[src/rtl/vga_pkg.sv]
// vga_pkg: timing types, mode enum and mode table for vga_timing_gen.
// Mode 3 is reserved and carries a copy of the 640x480 timing.
package vga_pkg;

  typedef enum logic [1:0] {
    VGA_640X480  = 2'd0,
    VGA_800X600  = 2'd1,
    VGA_1024X768 = 2'd2,
    VGA_RSVD     = 2'd3
  } vga_mode_t;

  // One axis: active / front porch / sync / back porch, and
  // pos=1 means the sync pulse is driven high.
  typedef struct packed {
    logic [15:0] active;
    logic [15:0] fp;
    logic [15:0] sync;
    logic [15:0] bp;
    logic        pos;
  } vga_axis_t;

  typedef struct packed {
    vga_axis_t h;
    vga_axis_t v;
  } vga_timing_t;

  localparam vga_timing_t MODE_640 = '{
    '{16'd640, 16'd16, 16'd96, 16'd48, 1'b0},
    '{16'd480, 16'd10, 16'd2, 16'd33, 1'b0}
  };
  localparam vga_timing_t MODE_800 = '{
    '{16'd800, 16'd56, 16'd120, 16'd64, 1'b1},
    '{16'd600, 16'd37, 16'd6, 16'd23, 1'b1}
  };
  localparam vga_timing_t MODE_1024 = '{
    '{16'd1024, 16'd24, 16'd136, 16'd160, 1'b0},
    '{16'd768, 16'd3, 16'd6, 16'd29, 1'b0}
  };

  // Index 3 (MSB slot) down to index 0.
  localparam vga_timing_t [3:0] VGA_MODES = {
    MODE_640, MODE_1024, MODE_800, MODE_640
  };

  function automatic int total(input vga_axis_t a);
    return int'(a.active) + int'(a.fp) + int'(a.sync) + int'(a.bp);
  endfunction

endpackage

[src/rtl/vga_axis_counter.sv]
// vga_axis_counter: one timing axis (count, wrap, sync and active decode).
// Ports: clk_i, rst_i, step_i, cur_i/nxt_i timings, cnt_o, cnt_d_o,
//        wrap_o, act_d_o, sync_o.
// cur_i governs the wrap point of the value held now; nxt_i decodes the
// value being loaded, so a mode change at a frame wrap takes effect at 0.
module vga_axis_counter
  import vga_pkg::*;
#(
  parameter int unsigned   CW       = 11,
  parameter logic [CW-1:0] RST_CNT  = '0,
  parameter logic          RST_SYNC = 1'b1
) (
  input  logic          clk_i,
  input  logic          rst_i,
  input  logic          step_i,
  input  vga_axis_t     cur_i,
  input  vga_axis_t     nxt_i,
  output logic [CW-1:0] cnt_o,
  output logic [CW-1:0] cnt_d_o,
  output logic          wrap_o,
  output logic          act_d_o,
  output logic          sync_o
);

  logic [CW-1:0] cnt_q, cnt_d;
  logic [CW-1:0] s_beg, s_end;
  logic          sync_q, sync_d;
  logic          in_sync;
  logic          unused_bits;

  assign wrap_o = cnt_q == CW'(total(cur_i) - 1);

  always_comb begin
    cnt_d = cnt_q;
    if (step_i) cnt_d = wrap_o ? '0 : cnt_q + CW'(1);
  end

  assign s_beg   = CW'(nxt_i.active + nxt_i.fp);
  assign s_end   = CW'(nxt_i.active + nxt_i.fp + nxt_i.sync);
  assign in_sync = (cnt_d >= s_beg) && (cnt_d < s_end);
  assign sync_d  = in_sync ? nxt_i.pos : ~nxt_i.pos;
  assign act_d_o = cnt_d < CW'(nxt_i.active);

  always_ff @(posedge clk_i or posedge rst_i) begin
    if (rst_i) begin
      cnt_q  <= RST_CNT;
      sync_q <= RST_SYNC;
    end else if (step_i) begin
      cnt_q  <= cnt_d;
      sync_q <= sync_d;
    end
  end

  assign cnt_o       = cnt_q;
  assign cnt_d_o     = cnt_d;
  assign sync_o      = sync_q;
  assign unused_bits = ^{cur_i.pos, nxt_i.bp};

endmodule

[src/rtl/vga_timing_gen.sv]
// vga_timing_gen: multi-mode VGA timing generator, mode switched at frame wrap.
// Ports: Clock, Reset, PixelEnable, ModeSelect -> ActiveMode, H/V sync,
//        H/V counters, DisplayEnable, LineStart, FrameStart.
// Macro VGA_TIMING_LOOKAHEAD_EN adds NextHorizontalCounter,
// NextVerticalCounter and NextDisplayEnable (one-pixel prefetch).
module vga_timing_gen
  import vga_pkg::*;
#(
  parameter int unsigned       COUNT_WIDTH  = 11,
  parameter vga_mode_t         DEFAULT_MODE = VGA_640X480,
  parameter vga_timing_t [3:0] MODES        = VGA_MODES
) (
  input  logic                   Clock,
  input  logic                   Reset,
  input  logic                   PixelEnable,
  input  logic [1:0]             ModeSelect,
  output logic [1:0]             ActiveMode,
  output logic                   HorizontalSync,
  output logic                   VerticalSync,
  output logic [COUNT_WIDTH-1:0] HorizontalCounter,
  output logic [COUNT_WIDTH-1:0] VerticalCounter,
  output logic                   DisplayEnable,
  output logic                   LineStart,
  output logic                   FrameStart
`ifdef VGA_TIMING_LOOKAHEAD_EN
  ,
  output logic [COUNT_WIDTH-1:0] NextHorizontalCounter,
  output logic [COUNT_WIDTH-1:0] NextVerticalCounter,
  output logic                   NextDisplayEnable
`endif
);

  localparam vga_timing_t DEF_T = MODES[DEFAULT_MODE];
  localparam logic [COUNT_WIDTH-1:0] H_RST =
    COUNT_WIDTH'(total(DEF_T.h) - 1);
  localparam logic [COUNT_WIDTH-1:0] V_RST =
    COUNT_WIDTH'(total(DEF_T.v) - 1);

  for (genvar m = 0; m < 4; m++) begin : g_chk
    if (total(MODES[m].h) > (1 << COUNT_WIDTH) ||
        total(MODES[m].v) > (1 << COUNT_WIDTH)) begin : g_err
      $error("vga_timing_gen: mode total exceeds COUNT_WIDTH");
    end
  end

  vga_mode_t              mode_q, mode_d;
  logic                   first_q;
  vga_timing_t            cur_t, nxt_t;
  logic                   h_wrap, v_wrap;
  logic                   h_act_d, v_act_d;
  logic [COUNT_WIDTH-1:0] h_d, v_d;
  logic                   de_q, ls_q, fs_q;

  // The wrap straight out of reset is not a real frame end, so the
  // requested mode is only sampled from the second wrap on.
  assign mode_d = (PixelEnable && h_wrap && v_wrap && !first_q) ?
                  vga_mode_t'(ModeSelect) : mode_q;
  assign cur_t  = MODES[mode_q];
  assign nxt_t  = MODES[mode_d];

  vga_axis_counter #(
    .CW(COUNT_WIDTH), .RST_CNT(H_RST), .RST_SYNC(~DEF_T.h.pos)
  ) u_h (
    .clk_i(Clock), .rst_i(Reset), .step_i(PixelEnable),
    .cur_i(cur_t.h), .nxt_i(nxt_t.h),
    .cnt_o(HorizontalCounter), .cnt_d_o(h_d),
    .wrap_o(h_wrap), .act_d_o(h_act_d), .sync_o(HorizontalSync)
  );

  vga_axis_counter #(
    .CW(COUNT_WIDTH), .RST_CNT(V_RST), .RST_SYNC(~DEF_T.v.pos)
  ) u_v (
    .clk_i(Clock), .rst_i(Reset), .step_i(PixelEnable & h_wrap),
    .cur_i(cur_t.v), .nxt_i(nxt_t.v),
    .cnt_o(VerticalCounter), .cnt_d_o(v_d),
    .wrap_o(v_wrap), .act_d_o(v_act_d), .sync_o(VerticalSync)
  );

  always_ff @(posedge Clock or posedge Reset) begin
    if (Reset) begin
      mode_q  <= DEFAULT_MODE;
      first_q <= 1'b1;
      de_q    <= 1'b0;
      ls_q    <= 1'b0;
      fs_q    <= 1'b0;
    end else if (PixelEnable) begin
      mode_q  <= mode_d;
      first_q <= 1'b0;
      de_q    <= h_act_d & v_act_d;
      ls_q    <= h_d == '0;
      fs_q    <= (h_d == '0) && (v_d == '0);
    end
  end

  assign ActiveMode    = mode_q;
  assign DisplayEnable = de_q;
  assign LineStart     = ls_q;
  assign FrameStart    = fs_q;

`ifdef VGA_TIMING_LOOKAHEAD_EN
  // Step the freshly loaded position once more under the mode it runs in.
  // A following frame wrap always lands on (0,0), active in every mode.
  logic [COUNT_WIDTH-1:0] nh_d, nv_d, nh_q, nv_q;
  logic                   nde_d, nde_q;
  logic                   h_last, v_last;

  always_comb begin
    h_last = h_d == COUNT_WIDTH'(total(nxt_t.h) - 1);
    v_last = v_d == COUNT_WIDTH'(total(nxt_t.v) - 1);
    nh_d   = h_last ? '0 : h_d + COUNT_WIDTH'(1);
    nv_d   = v_d;
    if (h_last) nv_d = v_last ? '0 : v_d + COUNT_WIDTH'(1);
    nde_d  = (nh_d < COUNT_WIDTH'(nxt_t.h.active)) &&
             (nv_d < COUNT_WIDTH'(nxt_t.v.active));
  end

  always_ff @(posedge Clock or posedge Reset) begin
    if (Reset) begin
      nh_q  <= '0;
      nv_q  <= '0;
      nde_q <= 1'b1;
    end else if (PixelEnable) begin
      nh_q  <= nh_d;
      nv_q  <= nv_d;
      nde_q <= nde_d;
    end
  end

  assign NextHorizontalCounter = nh_q;
  assign NextVerticalCounter   = nv_q;
  assign NextDisplayEnable     = nde_q;
`endif

endmodule

[config.mk]
export PLATFORM = sky130hd
export DESIGN_NAME = vga_timing_gen
export DESIGN_NICKNAME = d
export VERILOG_FILES = /design/src/rtl/vga_pkg.sv /design/src/rtl/vga_axis_counter.sv /design/src/rtl/vga_timing_gen.sv
export SDC_FILE = /design/constraint.sdc
export NUM_CORES = 1
export LEC_CHECK = 0
export BUFFER_PORTS_ARGS = -buffer_cell sky130_fd_sc_hd__buf_2
export CAP_MARGIN = 20
export CORE_MARGIN = 3
export CORE_UTILIZATION = 65
export DETAILED_ROUTE_END_ITERATION = 7
export GPL_TIMING_DRIVEN = 0
export PLACE_DENSITY = 0.86
export SLEW_MARGIN = 25
export SYNTH_ARGS = -nofsm -noshare
export SYNTH_HDL_FRONTEND = slang
export SYNTH_SLANG_ARGS = --single-unit
[constraint.sdc]
create_clock -name Clock -period 7.2 [get_ports Clock]
set_input_delay 0.72 -clock Clock [delete_from_list [all_inputs] [get_ports Clock]]
set_output_delay 0.72 -clock Clock [all_outputs]
set_load 0.02 [all_outputs]
==> impl_metrics.env, run 1 <==
export IMPL_reg2regPathDepth=19
export IMPL_numClockSinks=30
export IMPL_hpwl_microns=6240
export IMPL_hold_buffers=0
export IMPL_clock_root_buffer="clkbuf_8"
export IMPL_crit_required_ns=7.42
export IMPL_fin_nets=447
export IMPL_fin_hold_ws_ns=0.483
export IMPL_cts_buffer_depth=2
export IMPL_final_core_util_pct=77.1
export IMPL_grt_first_pass_wirelength_microns=13400
export IMPL_startpoint_type="flop"
export IMPL_grt_max_degree=31
export IMPL_r2r_start="ActiveMode[0]"
export IMPL_syn_cell_area_sq_um=3100
export IMPL_drt_iter0_drc=330
export IMPL_ant_nets=0
export IMPL_setup_violations=0
export IMPL_die_h_microns=75.1
export IMPL_wl_microns=8300
export IMPL_clock_skew_ns=0.0148
export IMPL_clock_fmax_ghz=0.181
export IMPL_ys_seq_area_share_pct=24.7
export IMPL_period_share_pct=76.6
export IMPL_cp_end_kind="flop"
export IMPL_worstHoldPathCells=1
export IMPL_layout_drive_gt1_share_pct=21.8
export IMPL_synth_ff_type="dfrtp_1"
export IMPL_synthTopCellsByCount="ha_1, nand2_1, o21ai_0, inv_1, nor2_1"
export IMPL_postCtsSetupRepairBufs=0
export IMPL_die_width_microns=75.1
export IMPL_worst_r2r_setup_slack_ns=1.69
export IMPL_grt_busiest_layer="met2"
export IMPL_die_area_sq_um=5640
export IMPL_row_count=24
export IMPL_hold_start="first_q"
export IMPL_dp_cells=447
export IMPL_coreArea_sq_um=4470
export IMPL_cts_tree="done"
export IMPL_start_util_pct=69.4
export IMPL_ys_ff_latch=30
export IMPL_asyncSetResetFlopFracSynth_pct=100
export IMPL_detail_route_first_pass_iterations=6
export IMPL_cap_viol_max_count=0
export IMPL_slew_viol_final=0
export IMPL_critPathArrivalTime_ns=5.74
export IMPL_path_clk_slew_ns=0.07
export IMPL_synth_top_cells_by_area="ha_1, dfrtp_1, dfstp_2, nand2_1, o21ai_0"
export IMPL_gp_congestion=0.950
export IMPL_wl_per_cell_microns=18.2
export IMPL_use_met3_pct=6.41
export IMPL_grt_usage_pct=31.0
export IMPL_synth_top_area_share_pct=16.1
export IMPL_cts_buffers=5
export IMPL_avgSynthCellArea_sq_um=8.58
export IMPL_synth_most_common_cell="ha_1"
export IMPL_status="finished, final reports clean"
export IMPL_io_pins=34
export IMPL_hold_class="flop to flop"
export IMPL_worstSetupPathType="flop to flop"
export IMPL_period_needed_ns=5.51
export IMPL_grt_pass1_vias=2763
export IMPL_num_vias=3025
export IMPL_synth_distinct_cells=75
export IMPL_relSlewSlack_pct=52.8
export IMPL_met2_usage_pct=46.9
export IMPL_p_total_w=0.000522
export IMPL_final_cells=455
export IMPL_insertion_delay_ns=0.29
export IMPL_peakVddDrop_v=0.000102
export IMPL_syn_nets=407
export IMPL_cts_resized=0
export IMPL_grt_antenna_before_repair=0
export IMPL_grt_overflow=0
export IMPL_leakagePower_nw=1.59
export IMPL_rsz0062_at_grt="no"
export IMPL_synth_edf_count=0
export IMPL_grt_util_met1_pct=43.5
export IMPL_viasPerCell=6.65
export IMPL_yosysTopAreaCell="ha_1"
export IMPL_power_density_nw_per_um2=151
export IMPL_hold_viol=0
export IMPL_port_buffers=33
export IMPL_yosys_warnings=0
export IMPL_hold_end="first_q"
export IMPL_cp_max_fo=10
export IMPL_h_tree_depth=2
export IMPL_n_antenna_cell=0
export IMPL_synthCells=362
export IMPL_tightestPinTransition_ns=0.696
export IMPL_r2r_end="u_v.sync_o"
export IMPL_area_delta_synth_final_pct=11.2
export IMPL_remaining_drc_errors=0
export IMPL_setup_tns_ns=0
## final cells by class
cell class,count,area [sq um]
multi-input combinational,294,2140
fill,332,1020
sequential,30,767
timing repair buffer,33,165
buffer,14,106
inverter,24,90.1
clock buffer,7,86.3
tap,52,65.1
clock inverter,1,30.0
## through the flow
step                      cell area, sq um  worst slack, ns
after floorplan                       3100             2.49
after global placement                3330             1.92
after detailed placement              3330             1.83
after CTS                             3450             1.79
after global routing                  3450             1.43
final                                 3450             1.69
## worst max path at each step
| stage | from | to | slack, ns | cells past startpoint |
|---|---|---|---|---|
| floorplan | ActiveMode[0] | u_v.sync_o | 2.49 | 19 |
| global placement | ActiveMode[0] | u_v.sync_o | 1.92 | 19 |
| detailed placement | ActiveMode[0] | u_v.sync_o | 1.83 | 19 |
| CTS | ActiveMode[0] | u_v.sync_o | 1.79 | 19 |
| global route | ActiveMode[0] | u_v.sync_o | 1.43 | 19 |
| finish | ActiveMode[0] | u_v.sync_o | 1.69 | 19 |
## layer usage
metal / routed length, microns / up-vias
met1: 3640 / 1422
met3: 719 / 28
met5: 0 / -
li1: - / 1414
met2: 3720 / 161
met4: 221 / 0
## critical path: stages, from the launching register on
cell and delay [ns]:
dfrtp_1 0.43, inv_1 0.08, ha_1 0.37, and2_2 0.20, a2111oi_2 0.39, o311ai_1 0.28, buf_6 0.23, or3_1 0.40
mux2_2 0.35, inv_1 0.10, ha_1 0.41, inv_1 0.28, ha_1 0.34, nor2b_1 0.13, o21ai_0 0.14, nand2b_1 0.07
a2111oi_0 0.53, a31oi_1 0.18, a2111oi_0 0.39, nand3b_1 0.18
## sequential cells by signal (all words and copies together), names as in the netlist
name / flops
u_h.cnt_o: 11
u_v.cnt_o: 11
ActiveMode: 2
DisplayEnable: 1
FrameStart: 1
LineStart: 1
first_q: 1
u_h.sync_o: 1
u_v.sync_o: 1
## cell usage in the layout, fill, tap and decap left out, types with 4 or more instances in the layout
cell,n
and2_1,8
o31ai_1,6
buf_6,4
dfrtp_1,17
a21oi_1,13
inv_1,23
nand2_1,35
clkbuf_1,6
o21a_1,7
a21o_1,5
nor2_1,21
mux2_2,4
xnor2_1,12
nor2b_1,5
o21ai_0,26
clkbuf_8,8
nand2b_1,4
nand3_1,19
or3_1,4
xor2_1,4
ha_1,40
dfstp_2,13
buf_2,35
nor3_1,4
nand4_1,5
## cells by family after synthesis
logic type | after synthesis | synth area share (%)
mux | 7 | 2.42
xor+xnor | 16 | 4.51
fa+ha+maj | 40 | 16.1
buf+inv | 38 | 6.33
compound gates | 98 | 22.7
simple gates | 133 | 23.2
flops | 30 | 24.7
## power by group
part           leakage (nW)  internal, W  total [W]  switching, W
logic                  1.17    0.0000455   0.000125     0.0000797
clock network        0.0585     0.000113   0.000182     0.0000695
registers             0.358     0.000192   0.000215     0.0000222
(Power assumes the default switching activity.)
==> inputs of run 2 (changes only) <==
Settings changed: ABC_AREA set to 1, CORE_UTILIZATION 65 to 60, PLACE_DENSITY 0.86 to 0.8.
Clock period 7.2 ns to 5.2 ns, I/O delays scaled along.
==> impl_metrics.env, run 2 <==
export IMPL_status="finished, final reports clean"
export IMPL_grt_pass1_vias=2944
export IMPL_io_pins=34
export IMPL_synth_top_area_share_pct=18.8
export IMPL_row_count=26
export IMPL_asyncSetResetFlopFracSynth_pct=100
export IMPL_worstSetupPathType="flop to flop"
export IMPL_worst_path_most_repeated_cell="nand2_1"
export IMPL_grt_first_pass_wirelength_microns=13600
export IMPL_max_stage_delay_ns=0.57
export IMPL_p_total_w=0.00101
export IMPL_gp_congestion=0.899
export IMPL_crit_required_ns=5.42
export IMPL_viasPerCell=5.27
export IMPL_postCtsSetupRepairBufs=0
export IMPL_slew_viol_final=0
export IMPL_cp_startpoint="ActiveMode[0]"
export IMPL_die_area_sq_um=6380
export IMPL_remaining_drc_errors=0
export IMPL_clock_fmax_ghz=0.219
export IMPL_cp_max_fo=8
export IMPL_area_delta_synth_final_pct=11.9
export IMPL_cts_resized=0
export IMPL_cp_end_kind="flop"
export IMPL_hold_buffers=0
export IMPL_path_clk_slew_ns=0.07
export IMPL_final_cell_mix="nand2_1, inv_1, ha_1"
export IMPL_grt_usage_pct=27.1
export IMPL_syn_nets=549
export IMPL_die_h_microns=79.9
export IMPL_cap_viol_max_count=0
export IMPL_grt_max_degree=31
export IMPL_final_core_util_pct=70.4
export IMPL_insertion_delay_ns=0.28
export IMPL_cp_slowest_cell="o21ai_0"
export IMPL_fill_cells=433
export IMPL_ys_ff_latch=30
export IMPL_relSlewSlack_pct=56.8
export IMPL_ys_seq_area_share_pct=23.4
export IMPL_r2r_start="ActiveMode[0]"
export IMPL_grt_overflow=0
export IMPL_avgSynthCellArea_sq_um=6.49
export IMPL_port_buffers=32
export IMPL_period_share_pct=87.7
export IMPL_synthTopCellsByCount="nand2_1, inv_1, ha_1, nor2_1, nand3_1"
export IMPL_wl_microns=8000
export IMPL_numClockSinks=30
export IMPL_yosysTopAreaCell="nand2_1"
export IMPL_die_width_microns=79.9
export IMPL_wl_per_cell_microns=13.0
export IMPL_hold_viol=0
export IMPL_cts_buffers=5
export IMPL_cts_tree="done"
export IMPL_critPathArrivalTime_ns=4.78
export IMPL_cts_buffer_depth=2
export IMPL_ant_nets=0
export IMPL_startpoint_type="flop"
export IMPL_setup_tns_ns=0
export IMPL_rsz0062_at_grt="no"
export IMPL_synth_distinct_cells=40
export IMPL_hpwl_microns=6380
export IMPL_final_common_cell="nand2_1"
export IMPL_coreArea_sq_um=5200
export IMPL_detail_route_first_pass_iterations=5
export IMPL_start_util_pct=62.9
export IMPL_synth_edf_count=0
export IMPL_synthCells=504
export IMPL_clock_skew_ns=0.00611
export IMPL_multi_input_area_sq_um=2100
export IMPL_power_density_nw_per_um2=276
export IMPL_synth_most_common_cell="nand2_1"
export IMPL_tightestPinTransition_ns=0.641
export IMPL_h_tree_depth=2
export IMPL_drt_iter0_drc=257
export IMPL_period_needed_ns=4.56
export IMPL_num_vias=3233
export IMPL_leakagePower_nw=2.00
export IMPL_peakVddDrop_v=0.000231
export IMPL_grt_antenna_before_repair=0
export IMPL_setup_violations=0
export IMPL_hold_class="primary input to asynchronous set/reset pin"
export IMPL_n_antenna_cell=0
export IMPL_register_area_sq_um=767
export IMPL_yosys_warnings=0
export IMPL_clock_root_buffer="clkbuf_8"
export IMPL_layout_drive_gt1_share_pct=17.1
export IMPL_synth_ff_type="dfrtp_1"
export IMPL_synth_top_cells_by_area="nand2_1, ha_1, dfrtp_1, dfstp_2, inv_1"
export IMPL_syn_cell_area_sq_um=3270
export IMPL_fin_nets=588
## run 2: cell types whose count changed after synthesis, moves of 12 or more
| cell | change |
|---|---|
| nand2_1 | +129 |
| inv_2 | +12 |
| inv_1 | +58 |
| nand3_1 | +17 |
| nor2_1 | +17 |
| o21ai_0 | -16 |
## run 2: kinds of logic (layout without fill, tap and decap cells)
group | count (synthesis) | after routing | share of synthesized area [%]
AO/OA/AOI/OAI | 42 | 42 | 7.38
XOR/XNOR | 10 | 10 | 2.68
adder cells (fa/ha/maj) | 40 | 40 | 15.3
buffers and inverters | 101 | 141 | 12.3
flip-flops | 30 | 30 | 23.4
multiplexers | 1 | 1 | 0.306
AND/OR/NAND/NOR | 280 | 280 | 38.6
## run 2: area by class of cell
| class | instances | area share, % |
|---|---|---|
| plain buffers | 5 | 0.922 |
| clock buffers | 6 | 2.25 |
| clock inverters | 2 | 1.64 |
| inverters | 96 | 10.0 |
| multi-input cells | 373 | 57.4 |
| flip-flops and latches | 30 | 20.9 |
| well taps | 70 | 2.39 |
| repair buffers | 32 | 4.37 |
## run 2: worst paths after layout
path                                endpoint  slack, ns  cells past startpoint
worst max-delay path              u_v.sync_o       0.64                     29
worst min-delay path               LineStart       0.31                      2
worst max register to register    u_v.sync_o       0.64                     29
worst min register to register       first_q       0.46                      2
max in group asynchronous       u_v.cnt_o[0]       4.47                      2
min in group Clock                   first_q       0.46                      2
## run 2: per-stage QoR
step	hold WS (ns)	area (sq um)	std cells	worst slack (ns)
2_1_floorplan	0.432	3270	504	1.39
3_3_place_gp	0.443	3520	606	0.769
3_5_place_dp	0.452	3520	606	0.740
4_1_cts	0.332	3660	614	0.705
5_1_grt	0.354	3660	614	0.117
6_report	0.312	3660	614	0.638
## run 2: routing by layer
metal,share of wire [%],vias to the layer above,track usage (%)
met5,0,-,0
met4,1.6,0,6.08
met3,5.3,14,2.82
met2,46,103,45.0
met1,47,1460,38.0
li1,-,1656,-
## run 2: worst max-delay path: cells and delay by family (launching register included)
family	cells	cell delay [ns]
AO/OA/AOI/OAI	3	0.76
adder cells (fa/ha/maj)	3	0.97
buffers and inverters	5	0.74
flip-flops	1	0.40
AND/OR/NAND/NOR	18	1.64
## run 2: where the power goes
part	total (W)	leakage (nW)	internal (W)	switching, W
combinational	0.000383	1.61	0.000126	0.000257
clock	0.000298	0.0714	0.000204	0.0000932
sequential	0.000331	0.318	0.000284	0.0000471
total	0.00101	2.00	0.000614	0.000398
==> inputs of run 3 (changes only) <==
Clock period 5.2 ns to 4.83 ns, I/O delays scaled along.
==> impl_metrics.env, run 3 (same netlist as run 2, synthesis figures left out) <==
export IMPL_h_tree_depth=2
export IMPL_postCtsSetupRepairBufs=0
export IMPL_num_vias=3219
export IMPL_final_cell_mix="nand2_1, inv_1, ha_1"
export IMPL_gp_congestion=0.899
export IMPL_grt_pass1_vias=2944
export IMPL_period_needed_ns=4.27
export IMPL_leakagePower_nw=2.00
export IMPL_path_clk_slew_ns=0.07
export IMPL_ant_nets=0
export IMPL_setup_violations=0
export IMPL_die_h_microns=79.9
export IMPL_highest_layer="met4"
export IMPL_layout_drive_gt1_share_pct=17.6
export IMPL_port_buffers=32
export IMPL_setup_tns_ns=0
export IMPL_row_count=26
export IMPL_wl_microns=8030
export IMPL_grt_overflow=0
export IMPL_viasPerCell=5.24
export IMPL_crit_required_ns=5.05
export IMPL_cts_buffers=5
export IMPL_numClockSinks=30
export IMPL_wl_per_cell_microns=13.1
export IMPL_grt_first_pass_wirelength_microns=13600
export IMPL_worst_r2r_setup_slack_ns=0.56
export IMPL_cp_max_fo=8
export IMPL_final_core_util_pct=70.6
export IMPL_period_share_pct=88.3
export IMPL_status="finished, final reports clean"
export IMPL_final_cells=614
export IMPL_cts_tree="done"
export IMPL_hold_viol=0
export IMPL_hpwl_microns=6380
export IMPL_drt_iter0_drc=237
export IMPL_clock_fmax_ghz=0.234
export IMPL_grt_antenna_before_repair=0
export IMPL_power_density_nw_per_um2=297
export IMPL_final_common_cell="nand2_1"
export IMPL_wl_met1_microns=3820
export IMPL_hold_class="primary input to asynchronous set/reset pin"
export IMPL_peakVddDrop_v=0.000249
export IMPL_start_util_pct=62.9
export IMPL_die_width_microns=79.9
export IMPL_multi_input_area_sq_um=2110
export IMPL_placed_area_sq_um=3520
export IMPL_io_pins=34
export IMPL_insertion_delay_ns=0.28
export IMPL_fill_cells=430
export IMPL_critPathArrivalTime_ns=4.49
export IMPL_register_area_sq_um=767
export IMPL_detail_route_first_pass_iterations=5
export IMPL_fin_nets=588
export IMPL_tightestPinTransition_ns=0.632
export IMPL_coreArea_sq_um=5200
export IMPL_grt_usage_pct=27.1
export IMPL_dp_cells=606
export IMPL_clock_root_buffer="clkbuf_8"
export IMPL_slew_viol_final=0
export IMPL_cp_end_kind="flop"
export IMPL_n_antenna_cell=0
export IMPL_fin_area_sq_um=3670
export IMPL_cap_viol_max_count=0
export IMPL_area_delta_synth_final_pct=12.2
export IMPL_die_area_sq_um=6380
export IMPL_grt_max_degree=31
export IMPL_reg2regPathDepth=27
export IMPL_r2r_end="u_v.sync_o"
export IMPL_r2r_start="ActiveMode[1]"
export IMPL_startpoint_type="flop"
export IMPL_remaining_drc_errors=0
export IMPL_relSlewSlack_pct=57.8
export IMPL_clock_skew_ns=0.00624
export IMPL_cts_buffer_depth=2
export IMPL_wl_met2_microns=3690
export IMPL_route_met3_wl_microns=413
export IMPL_rsz0062_at_grt="no"
export IMPL_worstSetupPathType="flop to flop"
export IMPL_p_total_w=0.00109
## run 3: worst max-delay path: stages (launching register included)
cell and delay, ns:
dfrtp_1 0.41, inv_1 0.10, ha_1 0.18, buf_4 0.17
inv_4 0.09, nand2_1 0.07, a21oi_1 0.15, nand3_1 0.09
nor4_1 0.37, nand4_1 0.26, o21ai_2 0.30, inv_1 0.11
ha_1 0.36, inv_1 0.27, ha_1 0.29, o211ai_1 0.17
nand2_1 0.09, nand2_1 0.06, nand2_1 0.04, nand2_1 0.05
nand2_1 0.04, nand2_1 0.05, nand3_1 0.07, nand2_1 0.08
nor2_2 0.05, nand3_1 0.08, nand3_1 0.09, nand2_1 0.10
## run 3: per-layer routing
layer  GRT usage (%)  up-vias
met3            2.82       10
met4            6.08        0
met1            38.0     1450
li1                -     1655
met2            45.0      104
met5               0        -
## run 3: stage by stage
stage / hold slack (ns) / setup WS [ns]
2_1_floorplan: 0.432 / 1.02
3_3_place_gp: 0.443 / 0.399
3_5_place_dp: 0.452 / 0.370
4_1_cts: 0.295 / 0.335
5_1_grt: 0.317 / 0.0872
6_report: 0.275 / 0.563
## run 3: how the worst max path moves through the flow
stage                  start         end  slack (ns)  depth (start not counted)
6_report       ActiveMode[1]  u_v.sync_o        0.56                         27
4_1_cts        ActiveMode[0]  u_v.sync_o        0.34                         29
3_5_place_dp   ActiveMode[0]  u_v.sync_o        0.37                         29
2_1_floorplan  ActiveMode[0]  u_v.sync_o        1.02                         28
3_3_place_gp   ActiveMode[0]  u_v.sync_o        0.40                         26
5_1_grt        ActiveMode[0]  u_v.sync_o        0.09                         28
## run 3: repair_timing
action / CTS / global route
resized for setup: 0 / 5
setup endpoints to repair: 0 / 3
hold buffers: 0 / 0
## run 3: area by class of cell
class	instances	share of cell area [%]
Clock inverter	2	1.63
Timing Repair Buffer	32	4.36
Buffer	5	0.920
Clock buffer	6	2.25
Tap cell	70	2.38
Multi-Input combinational cell	373	57.6
Sequential cell	30	20.9
Inverter	96	10.0
## run 3: where the power goes
part	internal, W	total, W	switching, W
Combinational	0.000136	0.000413	0.000278
Clock	0.000220	0.000321	0.000101
Sequential	0.000306	0.000357	0.0000516
